===== src/rtl/bpsk_pkg.sv =====
// Shared BPSK definitions: width helpers and the bit-to-phase mapping
// used by both the modulator and this demodulator.
package bpsk_pkg;

    // A data bit of 1 is carried as +sin, a 0 as -sin.
    localparam logic BIT_ONE_PHASE = 1'b1;

    // Ceiling log2 for elaboration-time width derivation.
    function automatic int clog2(input int value);
        int result;
        result = 32'sd0;
        for (int i = 0; i < 31; i++) begin
            result = ((32'sd1 <<< i) < value) ? (i + 32'sd1) : result;
        end
        return result;
    endfunction

    // Accumulator width that holds SPS full-scale products without wrap.
    function automatic int acc_width(input int in_w, input int sps);
        return (32'sd2 * in_w) + clog2(sps);
    endfunction

endpackage


===== src/rtl/bpsk_mac.sv =====
// Two-stage multiply / integrate-and-dump correlator. Stage 1 forms the
// full-precision product; stage 2 adds it to the running symbol sum and
// dumps the total when the last sample of a symbol arrives.
module bpsk_mac
    import bpsk_pkg::*;
#(
    parameter int INPUT_WIDTH = 12,
    parameter int ACC_WIDTH   = 29
) (
    input  logic                   clk,
    input  logic                   rst,
    input  logic                   in_valid,
    input  logic                   in_first,
    input  logic                   in_last,
    input  logic [INPUT_WIDTH-1:0] adc,
    input  logic [INPUT_WIDTH-1:0] carrier,
    output logic                   dump_valid,
    output logic [ACC_WIDTH-1:0]   dump_sum
);

    localparam int PW = 2 * INPUT_WIDTH;

    logic signed [PW-1:0]        prod_r;
    logic                        s1_valid_r;
    logic                        s1_first_r;
    logic                        s1_last_r;
    logic signed [ACC_WIDTH-1:0] acc_r;
    logic signed [ACC_WIDTH-1:0] base_s;
    logic signed [ACC_WIDTH-1:0] prod_ext_s;
    logic signed [ACC_WIDTH-1:0] sum_s;

    // Stage 1: register the signed product with its symbol-position tags.
    always_ff @(posedge clk) begin
        if (rst) begin
            prod_r     <= {PW{1'b0}};
            s1_valid_r <= 1'b0;
            s1_first_r <= 1'b0;
            s1_last_r  <= 1'b0;
        end else begin
            s1_valid_r <= in_valid;
            s1_first_r <= in_first;
            s1_last_r  <= in_last;
            if (in_valid) begin
                prod_r <= $signed(adc) * $signed(carrier);
            end else begin
                prod_r <= prod_r;
            end
        end
    end

    // A first sample starts from zero, discarding any truncated partial sum.
    always_comb begin
        base_s     = s1_first_r ? {ACC_WIDTH{1'b0}} : acc_r;
        prod_ext_s = {{(ACC_WIDTH - PW){prod_r[PW-1]}}, prod_r};
        sum_s      = base_s + prod_ext_s;
    end

    // Stage 2: integrate, or dump the completed symbol sum and restart.
    always_ff @(posedge clk) begin
        if (rst) begin
            acc_r      <= {ACC_WIDTH{1'b0}};
            dump_valid <= 1'b0;
            dump_sum   <= {ACC_WIDTH{1'b0}};
        end else if (s1_valid_r) begin
            if (s1_last_r) begin
                dump_sum   <= sum_s;
                dump_valid <= 1'b1;
                acc_r      <= {ACC_WIDTH{1'b0}};
            end else begin
                acc_r      <= sum_s;
                dump_valid <= 1'b0;
            end
        end else begin
            dump_valid <= 1'b0;
        end
    end

endmodule


===== src/rtl/bpsk_demod.sv =====
// Coherent BPSK demodulator: tracks the sample position within a symbol,
// feeds the correlator, and slices each symbol's correlation into a bit.
module bpsk_demod
    import bpsk_pkg::*;
#(
    parameter int INPUT_WIDTH        = 12,
    parameter int SAMPLES_PER_SYMBOL = 32,
    parameter int ACC_WIDTH          = acc_width(INPUT_WIDTH, SAMPLES_PER_SYMBOL)
) (
    input  logic                   clk,
    input  logic                   rst,
    input  logic                   sample_valid,
    input  logic [INPUT_WIDTH-1:0] adc_in,
    input  logic [INPUT_WIDTH-1:0] sine_c,
    input  logic                   symbol_start,
    output logic                   bit_out,
    output logic                   bit_valid,
    output logic [ACC_WIDTH-1:0]   corr_out
);

    localparam int               IDX_W    = clog2(SAMPLES_PER_SYMBOL);
    localparam logic [IDX_W-1:0] IDX_LAST = IDX_W'(SAMPLES_PER_SYMBOL - 1);
    localparam logic [IDX_W-1:0] IDX_ZERO = IDX_W'(1'b0);
    localparam logic [IDX_W-1:0] IDX_ONE  = IDX_W'(1'b1);

    logic [IDX_W-1:0]     idx_r;
    logic                 first_s;
    logic                 last_s;
    logic                 dump_valid_s;
    logic [ACC_WIDTH-1:0] dump_sum_s;

    // Tag each accepted sample; a resync forces it to be the symbol's first.
    always_comb begin
        first_s = (idx_r == IDX_ZERO) || symbol_start;
        last_s  = (idx_r == IDX_LAST) && !symbol_start;
    end

    // Sample index within the symbol, restarted by resync.
    always_ff @(posedge clk) begin
        if (rst) begin
            idx_r <= IDX_ZERO;
        end else if (symbol_start) begin
            idx_r <= sample_valid ? IDX_ONE : IDX_ZERO;
        end else if (sample_valid) begin
            idx_r <= (idx_r == IDX_LAST) ? IDX_ZERO : (idx_r + IDX_ONE);
        end else begin
            idx_r <= idx_r;
        end
    end

    bpsk_mac #(
        .INPUT_WIDTH (INPUT_WIDTH),
        .ACC_WIDTH   (ACC_WIDTH)
    ) u_mac (
        .clk        (clk),
        .rst        (rst),
        .in_valid   (sample_valid),
        .in_first   (first_s),
        .in_last    (last_s),
        .adc        (adc_in),
        .carrier    (sine_c),
        .dump_valid (dump_valid_s),
        .dump_sum   (dump_sum_s)
    );

    // Slicer: non-negative correlation (including zero) decides the +sin bit.
    always_ff @(posedge clk) begin
        if (rst) begin
            bit_out   <= 1'b0;
            bit_valid <= 1'b0;
            corr_out  <= {ACC_WIDTH{1'b0}};
        end else if (dump_valid_s) begin
            bit_out   <= dump_sum_s[ACC_WIDTH-1] ? ~BIT_ONE_PHASE : BIT_ONE_PHASE;
            bit_valid <= 1'b1;
            corr_out  <= dump_sum_s;
        end else begin
            bit_out   <= bit_out;
            bit_valid <= 1'b0;
            corr_out  <= corr_out;
        end
    end

endmodule


===== config.mk =====
export PLATFORM = sky130hd
export DESIGN_NAME = bpsk_demod
export DESIGN_NICKNAME = d
export VERILOG_FILES = /design/src/rtl/bpsk_pkg.sv /design/src/rtl/bpsk_mac.sv /design/src/rtl/bpsk_demod.sv
export SDC_FILE = /design/constraint.sdc
export NUM_CORES = 1
export LEC_CHECK = 0
export ABC_AREA = 1
export CAP_MARGIN = 5
export CORE_MARGIN = 5
export CORE_UTILIZATION = 58
export CTS_BUF_LIST = sky130_fd_sc_hd__clkbuf_4
export DETAILED_ROUTE_END_ITERATION = 10
export HOLD_SLACK_MARGIN = 0.12
export PLACE_DENSITY_LB_ADDON = 0.15
export RECOVER_POWER = 50
export SLEW_MARGIN = 20
export SYNTH_ARGS = -nofsm -noshare
export SYNTH_HDL_FRONTEND = slang
export SYNTH_SLANG_ARGS = --single-unit

===== constraint.sdc =====
create_clock -name clk -period 6.3 [get_ports clk]
set_input_delay 1.89 -clock clk [delete_from_list [all_inputs] [get_ports clk]]
set_output_delay 1.89 -clock clk [all_outputs]
set_load 0.005 [all_outputs]

==> summary by stage, run 1 <==
Power
Of the total power, the share spent switching nets is 0.484. The share of total power dissipated in combinational logic is 0.779. The total power of the final layout is around 7.3 mW. The internal portion of the total power is between 3 and 4 mW. The static leakage power is 8.36 nW. The maximum vdd drop is roughly 0.00066 V. The power per unit of standard cell area is slightly below 500 nW/µm². The part of the power in the clock network is 0.098. The switching power is around 3.6 mW. The sequential power share is 0.123.

Clock network
The count of hold buffers inserted by post-cts repair is 0. Clock-pin slew was measured on the worst setup and hold paths at around 0.12 ns. The number of sinks driven by the clock tree is about 120. The TritonCTS clock tree is done. CTS placed an instance of sky130_fd_sc_hd__clkbuf_4 at the clock tree root. The number of levels the H-tree was split into is 4.

Counting along the longest clock path gives a buffer depth of 2. The number of clock buffers added by TritonCTS is 17. The clock latency at the later pin of the worst-skew pair is ~0.56 ns.

Worst setup path
The top fanout value on the critical path is 9. In this design, the critical path's most frequently occurring cell is sky130_fd_sc_hd__nand2_1. On the critical path, the stage with the largest delay is an instance of sky130_fd_sc_hd__fa_1. The data arrival time of the critical path is around 6.6 ns.

Data on the critical path is required at its endpoint by between 6 and 7 ns. The nature of the critical path endpoint is a register. The worst setup path is of the in2reg kind. The largest single stage delay on the critical path is approximately 0.52 ns. The worst setup path is launched from an input port.

The worst reg-to-reg setup slack is 2.55 ns. The signal on the critical path passes through clkdlybuf4s50_1 > buf_6 > buf_4 > nand2_1 > fa_1 > inv_1 > ha_1 > fa_1 > inv_1 > fa_1 > fa_1 > inv_1 > ha_1 > a21oi_1 > o21ai_1 > nand2_1 > nand2_1 > nand4_1 > nand2_1 > nand2_1 > nand3_1 > nand2_1 > inv_1.

Timing
The post-route minimum period is 6.17 ns. The portion of the clock cycle consumed by the worst path in the final layout is 0.980. The clock arrives with between 0.02 and 0.025 ns of skew.

Setup violations remaining at the end of the flow were counted as 0. The number of hold-slack violations in the final timing report came to 0. The number of max-slew violations in the final report is 30. The maximum clock rate is 0.162 GHz. Setup repair after global routing could not meet its margin everywhere. The pin slew with the least headroom to its limit is about 1.5 ns. The max-slew headroom at the worst pin is -0.0258.

Routing
The total detailed-routing wirelength is roughly 32 mm. The final route contains around 12000 vias. The post-detailed-route via-to-cell ratio is ~5. After detailed routing, the average wire length per cell comes to roughly 14 µm. The remaining antenna violation count after routing is 0. The remaining routing DRC violations is 0. The detailed router finished its first iteration with between 800 and 900 violations.

The first-pass iteration count of the detailed router is 6.

Logic synthesis
The sequential cell area fraction in the yosys report is 0.193. The flop and latch count out of synthesis is between 100 and 150. Among all flip-flop cells after synthesis, the most frequent one is sky130_fd_sc_hd__dfxtp_1.

The post-synthesis instance area is between 10000 and 15000 µm². The async set-reset flop share out of synthesis is 0. The synthesized instance count is around 1900. The number of flops mapped to enable cells by yosys is 0.

The distinct cell type count after synthesis is 39. The count of yosys warnings during synthesis is 0. After synthesis, the mean cell area works out to between 6 and 7 µm². Counting every net in the synthesized netlist gives around 2100.

Job
The number of max-capacitance violations reported is 1.

Global route
The first global-routing pass estimated 54.0 mm of wire. The number of global-route vias before repair is 11400. The aggregate global routing overflow is 0.

The number of antenna violations at the first check in global routing is 0. The largest net degree at the start of global routing is slightly above 80. In the global route stage, overall resource usage came out at 0.268.

Placement
Buffers placed on the I/O ports in this run total between 50 and 60. The placer's final routability congestion estimate is 0.959. The placed instances occupy a cell area of roughly 14000 µm². The detailed placer's ending HPWL is 25.5 mm.

Floorplan
The effective utilization at floorplan is 0.584. The I/O pin total is between 50 and 60. The overall die area is 24900 µm². The number of rows created at floorplan is 54.

The placeable core region is ~22000 µm². The die extent in x is 158 µm. Measured along the y axis, the die boundary spans 158 µm.

Final layout
Compared with the post-synthesis result, the final layout area differs by 16.9%. In the final layout, the share of cells above drive strength 1 is 0.110. The net count reported at finish is 2238. The number of inserted diodes is 0. The post-route standard cell area excluding fillers is 14800 µm².

The final core area utilization is 0.682.

Status
The run finished, with violations left. The checks that failed: max-capacitance violations, max-slew violations.

Worst hold path
The path class of the lowest-slack min-delay path is reg2reg.
## per-layer routing
| metal | track usage | vias up | wire (µm) |
|---|---|---|---|
| met5 | 0 | - | 0 |
| met2 | 0.429 | 330 | 14400 |
| li1 | - | 5759 | - |
| met1 | 0.394 | 5412 | 15200 |
| met4 | 0.0471 | 0 | 380 |
| met3 | 0.0377 | 39 | 1920 |
## final cells by class
type / instances / area (µm²)
multi-input cells: 1248 / 8560
repair buffers: 171 / 1470
fillers: 1960 / 6890
clock inverters: 14 / 231
well taps: 280 / 350
clock buffers: 18 / 135
flip-flops and latches: 122 / 2440
inverters: 429 / 1610
## registers in the layout, summed over array words and instances, names as in the netlist, 5 cells and up
| name | cells |
|---|---|
| u_mac.acc_r | 29 |
| u_mac.dump_sum | 29 |
| corr_out | 29 |
| idx_r | 5 |
| u_mac.prod_r | 24 |
## worst paths after layout
check                        to  depth (start not counted)              from
max reg2reg  u_mac.dump_sum[22]                         14  u_mac.s1_first_r
max            u_mac.prod_r[20]                         23         adc_in[5]
min                corr_out[28]                          2      corr_out[28]
min reg2reg        corr_out[28]                          2      corr_out[28]
## power by group through the flow
stage	Sequential, mW	Clock, mW	Combinational, mW
6_report	0.901	0.722	5.71
2_1_floorplan	0.893	0	3.17
4_1_cts	0.901	0.729	5.01
3_5_place_dp	0.919	0	4.96
5_1_grt	0.908	0.767	6.45
3_3_place_gp	0.917	0	4.91
## cells by family after synthesis
family,Yosys count,share of synthesized area
buffers and inverters,492,0.149
AO/OA/AOI/OAI,167,0.0684
XOR/XNOR,31,0.0214
flip-flops,122,0.193
AND/OR/NAND/NOR,829,0.268
adder cells (fa/ha/maj),221,0.301
## Yosys cell counts (3+ instances only)
cell	n	share of area
sky130_fd_sc_hd__xnor2_1	6	0.0042
sky130_fd_sc_hd__nor3_1	6	0.0024
sky130_fd_sc_hd__nor2_1	239	0.071
sky130_fd_sc_hd__o21ai_0	80	0.032
sky130_fd_sc_hd__nor2_4	4	0.0036
sky130_fd_sc_hd__inv_2	3	0.00089
sky130_fd_sc_hd__ha_1	82	0.081
sky130_fd_sc_hd__fa_1	139	0.22
sky130_fd_sc_hd__nand2_2	8	0.0040
sky130_fd_sc_hd__o21ai_1	3	0.0012
sky130_fd_sc_hd__a21o_1	6	0.0036
sky130_fd_sc_hd__nand3_1	56	0.022
sky130_fd_sc_hd__nand4_1	14	0.0069
sky130_fd_sc_hd__and2_1	6	0.0030
sky130_fd_sc_hd__nand3_2	7	0.0055
sky130_fd_sc_hd__or2_2	4	0.0020
sky130_fd_sc_hd__dfxtp_1	122	0.19
sky130_fd_sc_hd__clkbuf_1	53	0.016
sky130_fd_sc_hd__inv_1	425	0.13
sky130_fd_sc_hd__xor2_1	25	0.017
sky130_fd_sc_hd__nor2_2	5	0.0025
sky130_fd_sc_hd__nand2_1	475	0.14
sky130_fd_sc_hd__buf_2	6	0.0024
sky130_fd_sc_hd__a21oi_1	72	0.028
## through the flow
stage / hold WS, ns / setup slack, ns / TNS, ns / std cells
detailed placement: 0.456 / -0.661 / -8.44 / 2246
global placement: 0.452 / -0.603 / -7.41 / 2246
CTS: 0.473 / 0.000909 / 0 / 2278
finish: 0.472 / 0.129 / 0 / 2282
global route: 0.487 / -0.0768 / -0.198 / 2282
floorplan: 0.428 / 0.0101 / 0 / 1862
## what timing repair did
item,4_1_cts,5_1_grt
cloned,0,1
gates resized for setup,4,71
setup buffers,0,3
pin swaps,0,22
endpoints found under the setup margin,4,15
## worst max-delay path, delay by kind of cell
kind	cells	cell delay (ns)
AO/OA/AOI/OAI	2	0.50
adder cells (fa/ha/maj)	6	2.63
buffers and inverters	7	0.95
AND/OR/NAND/NOR	8	0.65
## cell usage in the layout (no fill, tap or decap), types with 2 or more instances in the layout
cell type,netlist,final
sky130_fd_sc_hd__nand2_1,475,466
sky130_fd_sc_hd__inv_1,425,421
sky130_fd_sc_hd__nor2_1,239,231
sky130_fd_sc_hd__fa_1,139,137
sky130_fd_sc_hd__dfxtp_1,122,122
sky130_fd_sc_hd__buf_4,1,105
sky130_fd_sc_hd__o21ai_0,80,76
sky130_fd_sc_hd__ha_1,82,71
sky130_fd_sc_hd__a21oi_1,72,67
sky130_fd_sc_hd__nand3_1,56,56
sky130_fd_sc_hd__clkdlybuf4s50_1,0,41
sky130_fd_sc_hd__xor2_1,25,25
sky130_fd_sc_hd__clkbuf_4,0,18
sky130_fd_sc_hd__nand2_2,8,16
sky130_fd_sc_hd__nand4_1,14,14
sky130_fd_sc_hd__nor2_2,5,13
sky130_fd_sc_hd__dlymetal6s2s_1,0,13
sky130_fd_sc_hd__ha_4,0,10
sky130_fd_sc_hd__nand3_2,7,7
sky130_fd_sc_hd__inv_6,0,7
sky130_fd_sc_hd__inv_2,3,6
sky130_fd_sc_hd__and2_1,6,6
sky130_fd_sc_hd__a21o_1,6,6
sky130_fd_sc_hd__o21ai_1,3,6
sky130_fd_sc_hd__xnor2_1,6,6
sky130_fd_sc_hd__buf_6,1,6
sky130_fd_sc_hd__bufinv_16,0,5
sky130_fd_sc_hd__nor2_4,4,4
sky130_fd_sc_hd__a21oi_2,0,4
sky130_fd_sc_hd__or2_2,4,3
sky130_fd_sc_hd__nand3b_1,2,3
sky130_fd_sc_hd__nor3_2,1,3
sky130_fd_sc_hd__nor3_1,6,3
sky130_fd_sc_hd__dlygate4sd2_1,0,3
sky130_fd_sc_hd__fa_2,0,2
sky130_fd_sc_hd__buf_2,6,2
Power figures use the tool's default switching activity.
==> run 2, diff against run 1 <==
--- a/constraint.sdc
+++ b/constraint.sdc
@@ -3,2 +3,2 @@
 set_output_delay 1.89 -clock clk [all_outputs]
-set_load 0.005 [all_outputs]
+set_load 0.02 [all_outputs]
==> results of run 2 <==
The final DEF is identical to that of run 1; final timing and power are the same.
==> run 3, diff against run 2 <==
CAP_MARGIN = not set   (was 5)
CORE_UTILIZATION = 64   (was 58)
clock period = 6.9 ns   (was 6.3 ns; I/O delays follow)
==> summary by stage, run 3 (synthesized netlist as in run 1, its figures left out) <==
Worst setup path
The number of buffers and inverters on the critical path is 8 (+1). STA classifies the critical path endpoint as a register. The data arrival time of the critical path came to 7.06 ns (+0.42 ns). The highest cell delay on the worst timing path is 0.63 ns (+0.11 ns). Broken down by cell family, the worst path's largest delay share belongs to adder cells. The required time at the worst-slack endpoint is 7.35 ns (+0.58 ns). Traced cell by cell, the critical path runs through clkdlybuf4s50_1 > nand2_1 > fa_1 > inv_1 > fa_1 > inv_1 > fa_1 > inv_1 > fa_1 > inv_1 > fa_1 > inv_1 > ha_1 > a21oi_1 > nand2_1 > nor2_1 > buf_4 > o21ai_0 > nand2_1 > nand2_1 > o21ai_0 > inv_1.

The cell that appears most often on the critical path is sky130_fd_sc_hd__inv_1. Among all stages on the critical path, the largest delay is contributed by sky130_fd_sc_hd__clkdlybuf4s50_1. STA classifies the critical path startpoint as an input port.

The class of the most critical setup path is in2reg. The top fanout value on the critical path was 4 (-5).

Final layout
The final standard cell count with taps included and fillers excluded was 2263 (-0.83%). The share of final-layout standard cells stronger than drive strength 1 is 0.0841 (-0.0263). The net count reported at finish is 2234 (-0.18%). Leaving out fill and tap cells, the most frequent cells in the layout are sky130_fd_sc_hd__nand2_1, sky130_fd_sc_hd__inv_1, sky130_fd_sc_hd__nor2_1.

The final core area utilization came to 0.741 (+0.0582). The signed area change from the synthesized netlist to the final layout is 13.8%. In the final layout, the registers with the most flip-flops are corr_out x29, u_mac.acc_r x29, u_mac.dump_sum x29. The most frequent standard cell in the layout excluding fill and tap cells is sky130_fd_sc_hd__nand2_1. The number of inserted diodes is 0 (unchanged).

Timing
The pin slew with the least headroom to its limit is 1.56 ns (+0.0246 ns). The number of hold-slack violations in the final timing report came to 0 (unchanged). The post-route minimum period is roughly 6.6 ns. Setup repair after global routing left no endpoint under its margin. The final-report setup violation count is 0 (unchanged). The max-slew headroom at the worst pin is -0.0422 (-0.0164). The largest clock skew in the final design came to 0.0203 ns (-0.00283 ns).

Dividing the final minimum period by the clock period gives 0.958. The number of max-slew violations in the final report was 30 (unchanged). The slack of the critical path came to 0.289 ns (+0.160 ns). Based on the critical path, the design can be clocked at up to approximately 0.15 GHz.

Status
The final reports fail on max-capacitance violations, max-slew violations. The flow ran to the end, but the final reports show violations.

Routing
The detailed-route wire length per cell is 14.0 µm (-0.16%). The post-detailed-route via-to-cell ratio is 5.07 (+0.25%). The total detailed-routing wirelength is 31.7 mm (-0.99%).

The remaining routing DRC violations was 0 (unchanged). The remaining antenna violation count after routing is 0 (unchanged). The vias after detailed routing was 11500 (-0.58%).

The number of DRC markers in iteration 0 came to 899 (+11%). The first-pass iteration count of the detailed router came to 6 (unchanged).

Floorplan
The vertical die dimension is 151 µm (-4.5%). The overall die area is 22700 µm² (-8.8%). The I/O pin total is 59 (unchanged). The die extent in x is 151 µm (-4.5%).

The effective utilization at floorplan came to 0.651 (+0.0668). The placeable core region came to 19500 µm² (-10%). The number of rows created at floorplan is 51 (-5.6%).

Power
The maximum vdd drop was 0.000515 V (-21%). The power per unit of standard cell area was 409 nW/µm² (-18%). The static leakage power is 8.17 nW (-2.3%).

Clock network
The TritonCTS buffer count is 17 (unchanged). The clock transition at the register clock pins on the worst setup and hold paths after CTS is 0.12 ns (about the same). The root buffer cell chosen for the clock tree is sky130_fd_sc_hd__clkbuf_4.

The clock latency at the later pin of the worst-skew pair is 0.55 ns (about the same). The number of sinks driven by the clock tree is 122 (unchanged). The number of levels the H-tree was split into is 4 (unchanged). TritonCTS built the clock tree. The largest buffer count on any clock path was 2 (unchanged).

Global route
The overall global routing resource usage is 0.293 (+0.0245). The number of antenna violations at the first check in global routing is 0 (unchanged). The number of global-route vias before repair is 11200 (-1.7%).

The aggregate global routing overflow is 0 (unchanged). The largest net degree at the start of global routing was 80 (-1.2%). The first-pass GRT wire length is 53.4 mm (-1.1%).

Placement
The placer's final routability congestion estimate is 0.933 (-2.7%). The worst setup slack after placement is -0.333 ns (+0.328 ns). The quantity of I/O buffers inserted on ports is 58 (unchanged). The number of instances in the placed design is 2231 (-0.67%). The detailed placer's ending HPWL is 25.8 mm (+1.4%).

Worst hold path
The tightest min-delay check is of the reg2reg type.

Job
The number of max-capacitance violations reported is 1 (unchanged).
run 3: changes by cell type in the layout (fill, tap and decap cells not counted), moves of 11 or more:
cell / before / now
sky130_fd_sc_hd__clkdlybuf4s50_1: 41 / 55
sky130_fd_sc_hd__dlymetal6s2s_1: 13 / 2
sky130_fd_sc_hd__ha_1: 71 / 82
sky130_fd_sc_hd__nand2_1: 466 / 477
run 3: path summary, 6_finish.rpt:
path | start | to | slack, ns | cells after the start
worst max register to register | u_mac.s1_first_r | u_mac.dump_sum[19] | 3.08 | 14
worst min register to register | u_mac.acc_r[25] | u_mac.acc_r[25] | 0.47 | 2
worst min-delay path | u_mac.acc_r[25] | u_mac.acc_r[25] | 0.47 | 2
worst max-delay path | adc_in[6] | u_mac.prod_r[19] | 0.29 | 22
run 3: repair_timing:
| action | CTS | global route |
|---|---|---|
| setup endpoints to repair | 0 | 6 |
| gates resized for setup | 0 | 3 |
| setup buffers | 0 | 0 |
| hold buffers | 0 | 0 |
run 3: area by class of cell:
class,count,area (µm²)
repair buffers,167,1430
clock buffers,17,128
clock inverters,15,165
flip-flops and latches,122,2440
fillers,1659,5050
multi-input cells,1248,8310
inverters,429,1610
well taps,265,332
run 3: power by group:
part | switching [mW] | leakage [nW] | internal [mW] | total (mW)
combinational | 2.55 | 7.03 | 1.99 | 4.54
clock | 0.311 | 0.151 | 0.221 | 0.533
sequential | 0.0495 | 0.991 | 0.772 | 0.821
run 3: worst reg2reg max path: cells and delay by family (launching register included):
| kind | cells | cell delay (ns) |
|---|---|---|
| DFF | 1 | 0.32 |
| and+or+nand+nor | 11 | 1.82 |
| adders and majority gates | 1 | 0.44 |
| buffers and inverters | 2 | 1.17 |
run 3: routing by layer:
metal	GRT usage	wire, µm	up-vias
met4	0.0553	387	0
met2	0.464	14200	331
met3	0.0470	2050	35
li1	-	-	5748
met1	0.429	15000	5359
met5	0	0	-
run 3: through the flow:
stage	power, mW	setup TNS [ns]	cell area, µm²	hold slack, ns
6_report	5.89	0	14400	0.470
3_3_place_gp	5.22	-1.81	14200	0.445
2_1_floorplan	3.67	0	12700	0.428
5_1_grt	6.57	0	14400	0.488
4_1_cts	5.88	0	14400	0.473
3_5_place_dp	5.33	-2.93	14200	0.456
